[src/rtl/alu_busy_tracker_pkg.sv]
// Shared constants and types for the issue-side busy tracker:
// default busy lengths, LSU credit depth, counter widths and SALU states.
package alu_busy_tracker_pkg;

    // Width of each per-ALU busy down-counter (holds 0..15).
    localparam int unsigned BUSY_CNT_W = 4;

    // Width of the LSU free-credit counter (holds 0..7).
    localparam int unsigned CREDIT_W = 3;

    // Default number of cycles a SIMD ALU stays busy after an issue.
    localparam int unsigned DEF_SIMD_BUSY_CYCLES = 4;

    // Default number of cycles a SIMF ALU stays busy after an issue.
    localparam int unsigned DEF_SIMF_BUSY_CYCLES = 8;

    // Default LSU outstanding-issue capacity.
    localparam int unsigned DEF_LSU_CREDITS = 4;

    // Number of SIMD and of SIMF ALUs tracked.
    localparam int unsigned NUM_SIMD = 4;
    localparam int unsigned NUM_SIMF = 4;

    // SALU occupancy states.
    typedef enum logic {
        SALU_IDLE = 1'b0,
        SALU_BUSY = 1'b1
    } salu_state_e;

    // True when an LSU credit update would underflow (issue with no credit
    // left and no retire in the same cycle).
    function automatic logic lsu_underflow(input logic             sel,
                                           input logic             done,
                                           input logic [CREDIT_W-1:0] credits);
        return sel && !done && (credits == '0);
    endfunction

    // True when an LSU credit update would overflow (retire with every
    // credit already free and no issue in the same cycle).
    function automatic logic lsu_overflow(input logic              sel,
                                          input logic              done,
                                          input logic [CREDIT_W-1:0] credits,
                                          input logic [CREDIT_W-1:0] max_credits);
        return done && !sel && (credits == max_credits);
    endfunction

endpackage

[src/rtl/alu_busy_counter.sv]
// Busy tracker for one pipelined ALU: loads BUSY_CYCLES when issued while
// idle, then counts down to zero. The unit is ready only at zero.
module alu_busy_counter
    import alu_busy_tracker_pkg::*;
#(
    parameter int unsigned BUSY_CYCLES = DEF_SIMD_BUSY_CYCLES
) (
    input  logic clk,
    input  logic rst,
    input  logic select,
    output logic ready,
    output logic violation
);

    logic [BUSY_CNT_W-1:0] busy_cnt;
    logic                  idle;

    assign idle = (busy_cnt == '0);

    // Load on an accepted issue, otherwise count down and hold at zero.
    // An issue while busy does not restart the count.
    always_ff @(posedge clk or negedge rst) begin
        if (!rst) begin
            busy_cnt <= '0;
        end else if (select && idle) begin
            busy_cnt <= BUSY_CNT_W'(BUSY_CYCLES);
        end else if (!idle) begin
            busy_cnt <= busy_cnt - BUSY_CNT_W'(1);
        end
    end

    // Ready comes straight from the register so reset clears it at once.
    assign ready     = idle;

    // An issue that lands while the unit is still busy is illegal.
    assign violation = select && !idle;

endmodule

[src/rtl/alu_busy_tracker.sv]
// Issue-side occupancy tracker for four SIMD ALUs, four SIMF ALUs, the LSU
// (credit based) and the SALU (idle/busy handshake). Any issue to a unit
// that is not ready, or any credit overflow, sets a sticky violation flag.
//
// Handshake: a *_select pulse is an issue into that unit on the rising edge
// where it is high; the issuer may only do so while the matching *_ready is
// high in that same cycle. lsu_done / salu_done are completion pulses from
// the unit and are not gated by any ready.
module alu_busy_tracker
    import alu_busy_tracker_pkg::*;
#(
    parameter int unsigned SIMD_BUSY_CYCLES = DEF_SIMD_BUSY_CYCLES,
    parameter int unsigned SIMF_BUSY_CYCLES = DEF_SIMF_BUSY_CYCLES,
    parameter int unsigned LSU_CREDITS      = DEF_LSU_CREDITS
) (
    input  logic                clk,
    input  logic                rst,

    input  logic                simd0_alu_select,
    input  logic                simd1_alu_select,
    input  logic                simd2_alu_select,
    input  logic                simd3_alu_select,
    input  logic                simf0_alu_select,
    input  logic                simf1_alu_select,
    input  logic                simf2_alu_select,
    input  logic                simf3_alu_select,

    input  logic                lsu_lsu_select,
    input  logic                lsu_done,
    input  logic                salu_alu_select,
    input  logic                salu_done,

    output logic                simd0_alu_ready,
    output logic                simd1_alu_ready,
    output logic                simd2_alu_ready,
    output logic                simd3_alu_ready,
    output logic                simf0_alu_ready,
    output logic                simf1_alu_ready,
    output logic                simf2_alu_ready,
    output logic                simf3_alu_ready,

    output logic                lsu_ready,
    output logic                salu_alu_ready,
    output logic [CREDIT_W-1:0] lsu_credit_cnt,
    output logic                issue_violation,

    // Current SALU state (1 = BUSY), for observation only.
    output logic                salu_state_dbg
);

    localparam logic [CREDIT_W-1:0] MAX_CREDITS = CREDIT_W'(LSU_CREDITS);

    logic [NUM_SIMD-1:0] simd_sel;
    logic [NUM_SIMD-1:0] simd_rdy;
    logic [NUM_SIMD-1:0] simd_viol;
    logic [NUM_SIMF-1:0] simf_sel;
    logic [NUM_SIMF-1:0] simf_rdy;
    logic [NUM_SIMF-1:0] simf_viol;

    logic                lsu_viol;
    logic                salu_viol;
    logic                any_viol;

    salu_state_e         salu_state;
    logic                salu_ready_q;

    assign simd_sel = {simd3_alu_select, simd2_alu_select,
                       simd1_alu_select, simd0_alu_select};
    assign simf_sel = {simf3_alu_select, simf2_alu_select,
                       simf1_alu_select, simf0_alu_select};

    // ------------------------------------------------------------------
    // SIMD / SIMF busy counters, one per ALU.
    // ------------------------------------------------------------------
    for (genvar i = 0; i < int'(NUM_SIMD); i++) begin : g_simd
        alu_busy_counter #(
            .BUSY_CYCLES (SIMD_BUSY_CYCLES)
        ) u_cnt (
            .clk       (clk),
            .rst       (rst),
            .select    (simd_sel[i]),
            .ready     (simd_rdy[i]),
            .violation (simd_viol[i])
        );
    end

    for (genvar i = 0; i < int'(NUM_SIMF); i++) begin : g_simf
        alu_busy_counter #(
            .BUSY_CYCLES (SIMF_BUSY_CYCLES)
        ) u_cnt (
            .clk       (clk),
            .rst       (rst),
            .select    (simf_sel[i]),
            .ready     (simf_rdy[i]),
            .violation (simf_viol[i])
        );
    end

    assign simd0_alu_ready = simd_rdy[0];
    assign simd1_alu_ready = simd_rdy[1];
    assign simd2_alu_ready = simd_rdy[2];
    assign simd3_alu_ready = simd_rdy[3];
    assign simf0_alu_ready = simf_rdy[0];
    assign simf1_alu_ready = simf_rdy[1];
    assign simf2_alu_ready = simf_rdy[2];
    assign simf3_alu_ready = simf_rdy[3];

    // ------------------------------------------------------------------
    // LSU credits: an issue takes one, a retire gives one back, both in
    // the same cycle cancel. Out-of-range updates are dropped and flagged.
    // ------------------------------------------------------------------
    assign lsu_viol = lsu_underflow(lsu_lsu_select, lsu_done, lsu_credit_cnt)
                    | lsu_overflow(lsu_lsu_select, lsu_done, lsu_credit_cnt,
                                   MAX_CREDITS);

    // Track free LSU credits, saturating at 0 and at the full count.
    always_ff @(posedge clk or negedge rst) begin
        if (!rst) begin
            lsu_credit_cnt <= MAX_CREDITS;
        end else begin
            unique case ({lsu_lsu_select, lsu_done})
                2'b10: begin
                    if (lsu_credit_cnt != '0) begin
                        lsu_credit_cnt <= lsu_credit_cnt - CREDIT_W'(1);
                    end
                end
                2'b01: begin
                    if (lsu_credit_cnt != MAX_CREDITS) begin
                        lsu_credit_cnt <= lsu_credit_cnt + CREDIT_W'(1);
                    end
                end
                default: begin
                    lsu_credit_cnt <= lsu_credit_cnt;
                end
            endcase
        end
    end

    assign lsu_ready = (lsu_credit_cnt != '0);

    // ------------------------------------------------------------------
    // SALU: single outstanding instruction. Done has priority over a
    // simultaneous select, which is still flagged as illegal.
    // ------------------------------------------------------------------
    assign salu_viol = salu_alu_select && (salu_state == SALU_BUSY);

    // SALU state machine with its ready output registered alongside.
    always_ff @(posedge clk or negedge rst) begin
        if (!rst) begin
            salu_state   <= SALU_IDLE;
            salu_ready_q <= 1'b1;
        end else begin
            unique case (salu_state)
                SALU_IDLE: begin
                    if (salu_alu_select) begin
                        salu_state   <= SALU_BUSY;
                        salu_ready_q <= 1'b0;
                    end
                end
                SALU_BUSY: begin
                    if (salu_done) begin
                        salu_state   <= SALU_IDLE;
                        salu_ready_q <= 1'b1;
                    end
                end
                default: begin
                    salu_state   <= SALU_IDLE;
                    salu_ready_q <= 1'b1;
                end
            endcase
        end
    end

    assign salu_alu_ready = salu_ready_q;
    assign salu_state_dbg = (salu_state == SALU_BUSY);

    // ------------------------------------------------------------------
    // Sticky violation flag.
    // ------------------------------------------------------------------
    assign any_viol = (|simd_viol) | (|simf_viol) | lsu_viol | salu_viol;

    // Latch any violation until the next reset.
    always_ff @(posedge clk or negedge rst) begin
        if (!rst) begin
            issue_violation <= 1'b0;
        end else if (any_viol) begin
            issue_violation <= 1'b1;
        end
    end

endmodule

[config.mk]
export PLATFORM = sky130hd
export DESIGN_NAME = alu_busy_tracker
export DESIGN_NICKNAME = d
export VERILOG_FILES = /design/src/rtl/alu_busy_tracker_pkg.sv /design/src/rtl/alu_busy_counter.sv /design/src/rtl/alu_busy_tracker.sv
export SDC_FILE = /design/constraint.sdc
export NUM_CORES = 1
export LEC_CHECK = 0
export BUFFER_PORTS_ARGS = -buffer_cell sky130_fd_sc_hd__buf_2
export CELL_PAD_IN_SITES_DETAIL_PLACEMENT = 1
export CELL_PAD_IN_SITES_GLOBAL_PLACEMENT = 2
export CORE_UTILIZATION = 36
export CTS_CLUSTER_SIZE = 28
export DETAILED_ROUTE_END_ITERATION = 12
export GPL_ROUTABILITY_DRIVEN = 0
export PLACE_DENSITY_LB_ADDON = 0.1
export SLEW_MARGIN = 20
export SYNTH_ARGS = -nofsm -noshare
export SYNTH_HDL_FRONTEND = slang
export SYNTH_SLANG_ARGS = --single-unit
[constraint.sdc]
create_clock -name clk -period 2.4 [get_ports clk]
set_clock_uncertainty 0.1 [all_clocks]
set_input_delay 0.48 -clock clk [delete_from_list [all_inputs] [get_ports clk]]
set_output_delay 0.48 -clock clk [all_outputs]
set_load 0.02 [all_outputs]
==> results.yml <==
detailed_routing:
  routed_via_density: 5.09
  vias: 1589
  wirelength_mm: 4.45
  drtPass1Iterations: 4
  wl_per_cell_um: 14.3
  dr.first_iter.drc_count: 30
  route.detailed.drc: 0
  drtAntennaViolNets: 0
final_layout:
  multiInputGateArea_sq_mm: 0.00101
  drive_gt1_share_pct: 22.5
  fin_util_pct: 43.8
  nFillCells: 650
  seq_area_sq_um: 953
  antennaDiodeCount: 0
  finalNetCount: 270
  syn_to_final_growth_pct: 17.6
synthesis:
  synth_area_leader_cell: "dfrtp_1"
  ys_seq_elements: 38
  avgSynthCellArea_sq_um: 10.3
  seq_area_frac_synth_pct: 46.5
  synth_cells: 200
  synth.distinct_cells: 37
  syn_area_sq_mm: 0.00205
  synth.area.top_cells: "dfrtp_1, ha_1, o21ai_0"
  synth_ff_type: "dfrtp_1"
  yosysMostFrequentCell: "dfrtp_1"
  yosysTopAreaCellShare_pct: 43.9
  synth_edf_count: 0
  synth_nets: 231
  synthArstFlopShare_pct: 100
  synth.top_cells.by_count: "dfrtp_1, inv_1, o21ai_0"
  ys_warn_count: 0
cts:
  h-tree-depth: 2
  cts_buffers: 5
  clk_path_buf_depth: 2
  clk_pin_slew_worst_paths_ps: 80
  clock_latency_ps: 290
  cts_tree: "yes"
  clock-sinks: 38
  cts_setup_buffers: 0
  cts-root-buf: "clkbuf_8"
setup_path:
  worstSetupEndpointType: "primary output"
  crit_arrival_ps: 1680
  reg2reg_depth: 6
  r2r-end: "issue_violation"
  startpoint_type: "flop"
  required_ps: 1820
  r2r-start: "g_simf[3].u_cnt.busy_cnt[0]"
  crit_type: "flop to primary output"
  ff2ff_setup_slack_ps: 370
  critPathMaxFanout: 5
timing:
  max-slew-margin-rel_pct: 71.2
  period_share_pct: 94.1
  whs_ps: 263
  clock.fmax_mhz: 443
  hold_viol: 0
  tightest_slew_ps: 430
  grt_setup_unrepaired: "false"
  finalCriticalPeriod_ps: 2260
  finalMaxSlewViolations: 0
  final.setup.tns_ps: 0
  setup_viol: 0
placed_design:
  hpwl_mm: 3.50
  portBuffers: 28
floorplanning:
  die_h_um: 77.5
  core.rowCount: 27
  pin_count: 29
  dieArea_sq_mm: 0.00601
  initial_core_util_pct: 37.3
  die_x_um: 77.5
  core_sq_mm: 0.00551
global_route:
  grt_pass1_wl_mm: 7.76
  grt_max_degree: 15
  grt-ovfl-total: 0
  grt_pass1_vias: 1695
  grt_usage_pct: 16.4
  antenna_found_initial: 0
pwr:
  p_leak_nw: 1.14
  p_per_area_mw_per_mm2: 1300
  vdd_drop_max_mv: 0.450
  power.total_w: 0.00314
min_path:
  hold_depth: 2
  min_from: "salu_done"
  worstHoldPathType: "input pin to flop"
  whs_endpoint: "salu_state_dbg"
status:
  outcome: "complete, no violations"
run:
  drv_cap: 0
state kept, by name, indices dropped and copies added (netlist names):
name	count
g_simd.u_cnt.busy_cnt	16
salu_alu_ready	1
issue_violation	1
lsu_credit_cnt	3
salu_state_dbg	1
g_simf.u_cnt.busy_cnt	16
power breakdown:
part	leakage, nW	internal (W)	switching [W]
Combinational	0.648	0.000639	0.000738
Clock	0.0472	0.000231	0.000230
Sequential	0.442	0.000977	0.000321
placed cells by master (no fill, tap or decap), drive strengths merged, types with 6 or more instances in the layout:
master,count
inv,25
nor2,13
dfrtp,36
a21oi,10
clkbuf,6
o21ai,22
ha,16
buf,31
nand2,6
nand3,10
or3,8
xnor2,8
per-stage QoR:
step / cell area, sq um / worst slack (ps) / std cells
after detailed placement: 2300 / 173 / 303
after global placement: 2300 / 273 / 303
final: 2410 / 141 / 312
after floorplan: 2050 / 432 / 200
after global routing: 2410 / 12.3 / 312
after CTS: 2410 / 64.9 / 312
layer usage:
layer / global-route usage (%) / up-vias / routed length [um] / share of wire [%]
met5: 0 / - / 0 / 0
met4: 6.42 / 0 / 81 / 1.8
met3: 3.88 / 9 / 135 / 3.0
met2: 28.8 / 23 / 2330 / 52
met1: 19.3 / 782 / 1900 / 43
li1: - / 775 / - / -
final cells by class:
type                    instances  area share (%)
clock inverters                 2           0.519
clock buffers                   6            3.42
multi-input cells             137            41.8
inverters                      25            3.89
repair buffers                 32            7.16
flip-flops and latches         38            39.5
well taps                      72            3.73
kinds of logic after synthesis:
kind of cell,Yosys count,synth area share [%]
compound gates,54,17.1
mux,1,0.549
flops,38,46.5
xor+xnor,9,3.84
fa+ha+maj,17,10.7
simple gates,56,16.7
buf+inv,25,4.57
worst max-delay path, cell delays in order, from the launching register on:
cell and delay (ps):
dfrtp_1 410, inv_1 90, ha_1 160, or3b_1 420, inv_1 130, buf_2 170
worst max path at each step:
| stage | endpoint | slack [ps] | from | depth (start not counted) |
|---|---|---|---|---|
| final | simd0_alu_ready | 140 | g_simd[0].u_cnt.busy_cnt[0] | 5 |
| after global routing | simd0_alu_ready | 10 | g_simd[0].u_cnt.busy_cnt[0] | 5 |
| after CTS | simd2_alu_ready | 60 | g_simd[2].u_cnt.busy_cnt[0] | 5 |
| after detailed placement | lsu_credit_cnt[2] | 170 | lsu_lsu_select | 5 |
| after global placement | lsu_credit_cnt[2] | 270 | lsu_lsu_select | 5 |
| after floorplan | lsu_credit_cnt[2] | 430 | lsu_lsu_select | 4 |
repair_timing:
action | 4_1_cts | 5_1_grt
hold buffers | 1 | 0
endpoints found under the setup margin | 0 | 1
resized for setup | 0 | 1
endpoints found under the hold margin | 12 | 0
No activity file was read; power rests on OpenSTA's default activity.
